File: src/rtl/tmr_scrub_reg.sv
// Triple-redundant register bank with bitwise majority-voted output.
// Copy disagreements are repaired by a scrub write and counted in a saturating counter.
module tmr_scrub_reg #(
    parameter int unsigned      WIDTH        = 8,
    parameter int unsigned      CNT_W        = 16,
    parameter int unsigned      SCRUB_PERIOD = 0,
    parameter logic [WIDTH-1:0] RESET_VAL    = '0
) (
    input  logic             clk,
    input  logic             rst,
    input  logic             load,
    input  logic [WIDTH-1:0] d,
    output logic [WIDTH-1:0] q,
    input  logic             inj_en,
    input  logic [1:0]       inj_sel,
    input  logic [WIDTH-1:0] inj_mask,
    output logic             mismatch,
    output logic             err_sticky,
    input  logic             err_clr,
    output logic [CNT_W-1:0] err_count
);

    logic [WIDTH-1:0] c0_q, c1_q, c2_q;
    logic [WIDTH-1:0] c0_d, c1_d, c2_d;
    logic [WIDTH-1:0] voteVal;
    logic [CNT_W-1:0] errCount_q, errCount_d;
    logic             errSticky_q, errSticky_d;
    logic             scrubDue;
    logic             corrEvent;

    assign voteVal    = (c0_q & c1_q) | (c1_q & c2_q) | (c0_q & c2_q);
    assign q          = voteVal;
    assign mismatch   = |((c0_q ^ c1_q) | (c1_q ^ c2_q));
    assign err_count  = errCount_q;
    assign err_sticky = errSticky_q;

    generate
        if (SCRUB_PERIOD > 0) begin : gPeriodic
            // Free-running phase counter; scrubbing is allowed only on its last phase.
            localparam int unsigned    PW   = (SCRUB_PERIOD > 1) ? $clog2(SCRUB_PERIOD) : 1;
            localparam logic [PW-1:0]  LAST = PW'(SCRUB_PERIOD - 1);
            logic [PW-1:0] pcnt_q, pcnt_d;

            assign scrubDue = (pcnt_q == LAST);
            assign pcnt_d   = scrubDue ? '0 : pcnt_q + PW'(1);

            always_ff @(posedge clk or posedge rst) begin
                if (rst) begin
                    pcnt_q <= '0;
                end else begin
                    pcnt_q <= pcnt_d;
                end
            end
        end else begin : gImmediate
            assign scrubDue = 1'b1;
        end
    endgenerate

    // Load beats injection, and both suppress scrubbing for the cycle.
    always_comb begin
        c0_d      = c0_q;
        c1_d      = c1_q;
        c2_d      = c2_q;
        corrEvent = 1'b0;
        if (load) begin
            c0_d = d;
            c1_d = d;
            c2_d = d;
        end else if (inj_en) begin
            case (inj_sel)
                2'd0:    c0_d = c0_q ^ inj_mask;
                2'd1:    c1_d = c1_q ^ inj_mask;
                2'd2:    c2_d = c2_q ^ inj_mask;
                default: ;
            endcase
        end else if (scrubDue && mismatch) begin
            c0_d      = voteVal;
            c1_d      = voteVal;
            c2_d      = voteVal;
            corrEvent = 1'b1;
        end
    end

    // A correction coinciding with a clear restarts the count at one so the event survives.
    always_comb begin
        errCount_d  = errCount_q;
        errSticky_d = errSticky_q;
        if (corrEvent) begin
            errSticky_d = 1'b1;
            if (err_clr) begin
                errCount_d = CNT_W'(1);
            end else if (errCount_q != '1) begin
                errCount_d = errCount_q + CNT_W'(1);
            end
        end else if (err_clr) begin
            errCount_d  = '0;
            errSticky_d = 1'b0;
        end
    end

    always_ff @(posedge clk or posedge rst) begin
        if (rst) begin
            c0_q        <= RESET_VAL;
            c1_q        <= RESET_VAL;
            c2_q        <= RESET_VAL;
            errCount_q  <= '0;
            errSticky_q <= 1'b0;
        end else begin
            c0_q        <= c0_d;
            c1_q        <= c1_d;
            c2_q        <= c2_d;
            errCount_q  <= errCount_d;
            errSticky_q <= errSticky_d;
        end
    end

endmodule

File: config.mk
export PLATFORM = sky130hd
export DESIGN_NAME = tmr_scrub_reg
export DESIGN_NICKNAME = d
export VERILOG_FILES = /design/src/rtl/tmr_scrub_reg.sv
export SDC_FILE = /design/constraint.sdc
export NUM_CORES = 1
export LEC_CHECK = 0
export ABC_AREA = 1
export BUFFER_PORTS_ARGS = -buffer_cell sky130_fd_sc_hd__buf_2
export CELL_PAD_IN_SITES_DETAIL_PLACEMENT = 1
export CELL_PAD_IN_SITES_GLOBAL_PLACEMENT = 1
export CORE_AREA = 3 3 104 106
export CTS_BUF_LIST = sky130_fd_sc_hd__clkbuf_8 sky130_fd_sc_hd__clkbuf_16
export DETAILED_ROUTE_END_ITERATION = 16
export DIE_AREA = 0 0 107 109
export PLACE_DENSITY_LB_ADDON = 0.1
export SYNTH_ARGS = -nofsm -noshare
export SYNTH_HDL_FRONTEND = slang
export SYNTH_SLANG_ARGS = --single-unit
File: constraint.sdc
create_clock -name clk -period 2.1 [get_ports clk]
set_clock_uncertainty 0.15 [all_clocks]
set_input_delay 0.105 -clock clk [delete_from_list [all_inputs] [get_ports clk]]
set_output_delay 0.105 -clock clk [all_outputs]
set_load 0.005 [all_outputs]
**Yosys cells after proc, flatten, opt, wreduce, memory -nomap -nowiden**

Index checks and enable logic that the tools add are counted.

- Add/subtract/negate cells: 1
- Equal/unequal tests: 6
- Multiplexer cells: 19
- Bitwise gates (word level): 11
- Reduce and logical (&&, ||, !) cells: 9

Operators with widths:

| kind | count |
|---|---|
| $mux W8 | 10 |
| $mux W16 | 4 |
| $xor A8 B8 Y8 | 5 |
| $and A8 B8 Y8 | 3 |
| $or A8 B8 Y8 | 3 |
| $add A16 B1 Y16 const B | 1 |
| $ne A16 B16 Y1 const B | 1 |
| $ne A3 B2 Y1 const B | 3 |
| $reduce_and A2 Y1 | 4 |
| $reduce_or A8 Y1 | 1 |
| $mux W1 | 5 |
| $reduce_bool A2 Y1 | 2 |
| $reduce_bool A3 Y1 | 1 |
| $eq A2 B1 Y1 const B | 1 |
| $eq A2 B2 Y1 const B | 1 |
| $logic_not A2 Y1 | 1 |

- Flip-flop bits (word level): 41
- Logic and storage cells: 51

**Logic depth before layout (Yosys ltp)**

Gate-level depths: netlist (run 1).

- Depth in word-level cells: 8
- Depth in mapped cells: 11
- Depth with buffers taken out: 10

**Worst setup path after synthesis (run 1)**

No wires, ideal clock.

- Path type: reg2reg
- Start: reg c0_q[2]
- End: reg errCount_q[4], in the netlist err_count[4]
- Arrival time: 1.573 ns
- Setup slack: 0.312 ns
- Cell stages (with the launch flop): 12
- Cell sequence: dfrtp_1 > ha_1 > nor2_1 > nand2_1 > nor2_1 > nand2_1 > nand2_1 > nand2_1 > nand2_4 > buf_6 > nand2_1 > nand2_1

- Longest elaborated chain between the ends: 8

RTL lines:

| element | line | source |
|---|---|---|
| from (decl) | 23 | `logic [WIDTH-1:0] c0_q, c1_q, c2_q;` |
| from (signal assigned) | 103 | `c0_q <= RESET_VAL;` |
| from (signal assigned) | 109 | `c0_q <= c0_d;` |
| $xor A8 B8 Y8 * | 33 | `assign mismatch = \|((c0_q ^ c1_q) \| (c1_q ^ c2_q));` |
| $or A8 B8 Y8 * | 33 |  |
| $reduce_or A8 Y1 * | 33 |  |
| net mismatch | 17 | `output logic mismatch,` |
| $mux W1 * | 76 | `end else if (scrubDue && mismatch) begin` |
| $mux W1 * | 69 | `end else if (inj_en) begin` |
| $mux W1 * | 65 | `if (load) begin` |
| $reduce_bool A2 Y1 (no source line) | - |  |
| $reduce_and A2 Y1 (no source line) | - |  |
| to (signal assigned) | 112 | `errCount_q <= errCount_d;` |
| to (decl) | 26 | `logic [CNT_W-1:0] errCount_q, errCount_d;` |

Mark *: on every way through the listed nets, which the timed path passes. The rest lies on a longest branch.
A chain may end at the register's enable or synchronous reset.

**Worst setup path in the final report (run 1)**

- Start: reg c1_q[1]
- End: reg c2_q[4]

- Longest elaborated chain between the ends: 5

RTL lines:

| element | line | source |
|---|---|---|
| from (decl) | 23 |  |
| from (signal assigned) | 104 | `c1_q <= RESET_VAL;` |
| from (signal assigned) | 110 | `c1_q <= c1_d;` |
| $xor A8 B8 Y8 | 33 |  |
| $or A8 B8 Y8 * | 33 |  |
| $reduce_or A8 Y1 * | 33 |  |
| $reduce_bool A3 Y1 (no source line) * | - |  |
| $reduce_and A2 Y1 (no source line) * | - |  |
| to (signal assigned) | 105 | `c2_q <= RESET_VAL;` |
| to (signal assigned) | 111 | `c2_q <= c2_d;` |
| to (decl) | 23 |  |

Every way passes the cells marked *; elsewhere a longest branch is shown, timed or not.

==> impl_metrics.json, run 1 <==
{
  "outcome": "finished clean",
  "holdWs_ns": 0.0879,
  "cp_cell_sequence": "ha_1 > nor2_2 > nand2_1 > nor2_2 > nand3_1 > nand2_1 > buf_12 > o21ai_0",
  "cts_root_buf": "clkbuf_8",
  "rsz0062_at_grt": "no",
  "report.final.slew_viol_count": 0,
  "leakage_nw": 1.95,
  "dp_cells": 631,
  "initial_core_util_pct": 30.3,
  "critPathCaptureType": "flip-flop",
  "synth_top_family_by_area": "simple AND/OR/NAND/NOR gates",
  "synthXorXnorAreaFrac_pct": 2.05,
  "dieArea_um2": 11700,
  "total_power_mw": 2.11,
  "crit_type": "flip-flop to flip-flop",
  "synthAdderAreaFrac_pct": 7.12,
  "max_slew_margin_pct": 62.4,
  "ios": 49,
  "drc": 0,
  "tritoncts": "yes",
  "dieHeight_um": 109,
  "yosysWarnings": 0,
  "gp_congestion": 0.767,
  "syn-num-nets": 483,
  "maxCapViolations": 0,
  "grt_overflow": 0,
  "synth_commonest_cells": "nand2_1 (163), o21ai_0 (72), inv_1 (42), dfrtp_1 (41), nor2_1 (38)",
  "synth.top_cells.by_area": "dfrtp_1 (34%), nand2_1 (20%), o21ai_0 (12%), ha_1 (7.1%), a21boi_0 (6.0%)",
  "slowest_stage": "dfrtp_1",
  "setup_viol_count_final": 0,
  "initialDrtViolationCount": 90,
  "area_delta_synth_final_pct": 22.4,
  "vias": 3033,
  "dpl.hpwl_um": 6780,
  "fin_crit_sh_pct": 91.7,
  "grt_pass1_wl_um": 15500,
  "fp-row-count": 36,
  "synth.largest_area_cell": "dfrtp_1",
  "tightest_slew_ns": 0.565,
  "die_w_um": 107,
  "grt_use_total_pct": 16.7,
  "synth_cell_types": 24,
  "cts_buffer_depth": 2,
  "synthArstFlopShare_pct": 100,
  "drt.antenna.violating_nets": 0,
  "slowest_delay_ns": 0.43,
  "firstDrtPassIters": 4,
  "hold_viol_final": 0,
  "wl_um": 9250,
  "htreeDepth": 2,
  "grt_pass1_vias": 3148,
  "nets": 549,
  "ys_seq_area_share_pct": 34.3,
  "synth.area.mux_share_pct": 0,
  "synth-simple-area-share_pct": 30.4,
  "setup_tns_ns": 0,
  "path_clk_slew_ns": 0.08,
  "irDropWorstVdd_uv": 209,
  "ys_ff_latch": 41,
  "yosysMostFrequentCell": "nand2_1",
  "finalNonFillerCells": 643,
  "wl_per_cell_um": 14.4,
  "clock_latency_ns": 0.30,
  "syn_area_per_cell_um2": 6.74,
  "synthesis.area_um2": 2990,
  "syn_inst": 443,
  "drive_gt1_share_pct": 17.1,
  "synth_edf_count": 0,
  "grt_max_degree": 42,
  "clkSinkCount": 41,
  "synth_top_area_share_pct": 34.3,
  "p_per_area_nw_per_um2": 576,
  "cp_data_arrival_time_ns": 1.95,
  "synth_ff_type": "dfrtp_1",
  "cts_buffers": 5,
  "multi_input_area_um2": 1770,
  "portBuffers": 48,
  "synth_compound_area_share_pct": 18.9,
  "vias_per_cell": 4.72,
  "fmax_mhz": 520,
  "fin_crit_ns": 1.92,
  "antenna_found_initial": 0,
  "core-area_um2": 9860,
  "critPathMaxFanout": 16,
  "fillers": 1287,
  "crit_required_ns": 2.13,
  "insertedDiodeCount": 0,
  "cp.buffers_inverters": 1,
  "ff_latch_area_um2": 1030,
  "hp-class": "primary input to flip-flop",
  "cp_top_family": "simple AND/OR/NAND/NOR gates",
  "cp-start-kind": "flip-flop"
}
==> path summary, 6_finish.rpt <==
| kind | slack (ns) | from | end | cells after the start |
|---|---|---|---|---|
| worst max register to register | 0.18 | c1_q[1] | c2_q[4] | 8 |
| worst min-delay path | 0.09 | d[4] | c0_q[4] | 4 |
| min in group asynchronous | 0.36 | rst | c2_q[3] | 4 |
| worst max-delay path | 0.18 | c1_q[1] | c2_q[4] | 8 |
| max in group asynchronous | 1.04 | rst | c0_q[3] | 4 |
| worst min register to register | 0.39 | err_sticky | err_sticky | 2 |
==> cell type report <==
type | count | area share, %
tap | 133 | 4.55
clock buffer | 7 | 2.63
timing repair buffer | 67 | 11.6
clock inverter | 1 | 0.137
sequential | 41 | 28.1
multi-input combinational | 350 | 48.4
inverter | 44 | 4.52
==> routing by layer <==
metal,up-vias,global-route usage [%],share of wire (%)
met3,6,2.78,3.1
met5,-,0,0
met4,0,3.74,0.89
li1,1558,-,-
met2,35,27.1,44
met1,1434,23.5,52
==> power by group <==
part           total (mW)  switching, mW  internal [mW]
combinational       0.582          0.339          0.244
clock               0.586          0.289          0.298
sequential          0.938         0.0783          0.860
==> cell families after synthesis <==
| group | Yosys count |
|---|---|
| xor gates and xnor gates | 7 |
| adders and majority gates | 17 |
| AOI/OAI and AO/OA | 100 |
| DFF | 41 |
| and+or+nand+nor | 225 |
| buffers and inverters | 53 |
==> registers in the layout (all words and copies together) (netlist names) <==
signal and count:
c2_q 8, err_sticky 1, err_count 16, c0_q 8
c1_q 8
==> tightest hold or removal path, stage by stage <==
cell and delay, ns:
buf_2 0.07, nand2_1 0.07, a21boi_0 0.14, o21ai_1 0.11
==> per-stage QoR <==
| step | utilization [%] | worst slack, ns | instance area [um^2] |
|---|---|---|---|
| finish | 37.1 | 0.175 | 3660 |
| global route | 37.1 | 0.00357 | 3660 |
| CTS | 36.8 | 0.0478 | 3630 |
| detailed placement | 35.5 | 0.0101 | 3500 |
| global placement | 35.5 | 0.0293 | 3500 |
| floorplan | - | 0.312 | 2990 |
==> repair_timing <==
action / in CTS / in global routing
setup buffers: 0 / 1
endpoints found under the setup margin: 2 / 23
hold buffers: 2 / 0
gates cloned: 0 / 1
pin swaps: 0 / 1
gates resized for setup: 1 / 6
endpoints found under the hold margin: 44 / 0
==> placed cells by master (no fill, tap or decap), types with 3 or more instances in the layout <==
cell type,n
clkbuf_8,7
xor2_1,4
o21ai_0,72
nor2_1,35
a21boi_0,24
buf_4,14
nand3_1,12
nor2_2,4
nand2_1,161
buf_12,3
inv_1,42
nand4_1,5
ha_1,17
xnor2_1,3
dfrtp_1,40
buf_2,48
No activity file was read; power rests on OpenSTA's default activity.
==> run 2: changes to the inputs <==
- GPL_TIMING_DRIVEN: not set -> 0
==> run 2 against run 1 <==
Cell count rose by 1.6%. Die area unchanged. Register-to-register slack worse by 0.06 ns. Critical endpoint is now mismatch. Largest cell class unchanged. Largest power group unchanged. Highest routed layer unchanged.
==> impl_metrics.json, run 2 (synthesis gave the netlist of run 1 again) <==
{
  "antenna_found_initial": 0,
  "critPathCaptureType": "primary output",
  "wl_um": 10300,
  "max_slew_margin_pct": 57.1,
  "vias": 3130,
  "wl_met3_um": 265,
  "initialDrtViolationCount": 92,
  "vias_per_cell": 4.79,
  "setup_viol_count_final": 0,
  "fp-row-count": 36,
  "irDropWorstVdd_uv": 231,
  "drive_gt1_share_pct": 23.7,
  "crit_required_ns": 1.85,
  "grt_use_total_pct": 17.9,
  "hp-start": "load",
  "tightest_slew_ns": 0.643,
  "grt_max_degree": 35,
  "dieArea_um2": 11700,
  "gp_congestion": 0.762,
  "fin_crit_ns": 2.02,
  "grt_pass1_vias": 3076,
  "die_w_um": 107,
  "rr_worst_depth": 11,
  "holdWs_ns": 0.0566,
  "hold_viol_final": 0,
  "leakage_nw": 1.99,
  "cts_root_buf": "clkbuf_8",
  "finalNonFillerCells": 653,
  "wl_met2_um": 4570,
  "portBuffers": 48,
  "drc": 0,
  "final_cell_mix": "nand2_1 (154), o21ai_0 (72), buf_2 (49), inv_1 (41), nor2_1 (30)",
  "dpl.hpwl_um": 7260,
  "insertedDiodeCount": 0,
  "critPathMaxFanout": 4,
  "wl_met1_um": 5340,
  "fin_crit_sh_pct": 96.2,
  "nets": 559,
  "report.final.slew_viol_count": 0,
  "crit_path_start": "c0_q[7]",
  "clkSinkCount": 41,
  "place_area_um2": 3410,
  "crit_type": "flip-flop to primary output",
  "grt_pass1_wl_um": 16400,
  "clock_latency_ns": 0.30,
  "largest_reg_flops": 16,
  "tritoncts": "yes",
  "maxCapViolations": 0,
  "core-area_um2": 9860,
  "path_clk_slew_ns": 0.09,
  "postLayoutCoreUtil_pct": 39.3,
  "cts_buffers": 5,
  "ios": 49,
  "outcome": "finished clean",
  "area_delta_synth_final_pct": 29.6,
  "drt.antenna.violating_nets": 0,
  "htreeDepth": 2,
  "dieHeight_um": 109,
  "final_cell_area_um2": 3870,
  "highest_layer": "met4",
  "hp-class": "primary input to flip-flop",
  "hold_path_depth": 4,
  "cts_buffer_depth": 2,
  "r2r-start": "c0_q[7]",
  "cp_data_arrival_time_ns": 1.77,
  "wl_per_cell_um": 15.7,
  "cp-start-kind": "flip-flop",
  "firstDrtPassIters": 4,
  "fmax_mhz": 495,
  "final_common_cell": "nand2_1",
  "grt_overflow": 0,
  "dp_cells": 625,
  "setup_tns_ns": 0,
  "initial_core_util_pct": 30.3,
  "p_per_area_nw_per_um2": 579
}
## run 2: cell types whose count changed in the layout (fill, tap and decap cells not counted), moves of 3 or more
cell / before / now
ha_4: 0 / 5
dfrtp_2: 1 / 12
nor2_1: 35 / 30
dfrtp_1: 40 / 29
nor2_4: 2 / 5
ha_1: 17 / 12
nand2_1: 161 / 154
clkbuf_1: 0 / 4
buf_4: 14 / 18
nand2_4: 2 / 5
nand2_2: 2 / 5
## run 2: layout make-up
class                           instances  area, um^2
Fill cell                            1278        5990
Multi-Input combinational cell        349        1900
Sequential cell                        41        1040
Timing Repair Buffer                   69         433
Tap cell                              133         166
Inverter                               44         165
Clock buffer                            7        96.3
Buffer                                  9        65.1
Clock inverter                          1        5.00
## run 2: report_power, final
| part | internal [mW] | total, mW | leakage [nW] | switching, mW |
|---|---|---|---|---|
| sequential | 0.866 | 0.970 | 0.515 | 0.104 |
| clock | 0.298 | 0.599 | 0.0542 | 0.301 |
| combinational | 0.299 | 0.672 | 1.43 | 0.373 |
## run 2: per-layer routing
| metal | vias up | global-route usage (%) |
|---|---|---|
| li1 | 1587 | - |
| met1 | 1489 | 26.0 |
| met3 | 8 | 2.31 |
| met5 | - | 0 |
| met2 | 46 | 28.8 |
| met4 | 0 | 3.29 |
## run 2: worst max-delay path, cell delays in order (launching register included)
cell     delay [ns]
dfrtp_2        0.44
ha_1           0.31
nor2_2         0.13
nand2_2        0.09
nor2_4         0.16
nand2_4        0.09
buf_4          0.14
buf_2          0.11
## run 2: final timing paths
path	slack, ns	to
max	0.08	mismatch
min	0.06	err_sticky
max reg2reg	0.12	err_count[13]
min reg2reg	0.35	err_sticky
max in group asynchronous	1.19	c1_q[3]
min in group asynchronous	0.11	err_count[1]
## run 2: per-stage QoR
stage / power (mW) / setup slack [ns]
global placement: 1.47 / -0.194
detailed placement: 1.50 / -0.202
global route: 2.42 / -0.00884
finish: 2.24 / 0.0793
floorplan: 1.27 / 0.312
CTS: 2.13 / -0.0947
## run 2: repair_timing
action,in CTS,in global routing
endpoints found under the hold margin,44,0
pin swaps,1,10
cloned,0,1
buffers inserted,1,16
gates resized for setup,7,41
endpoints found under the setup margin,37,40
hold buffers,2,0
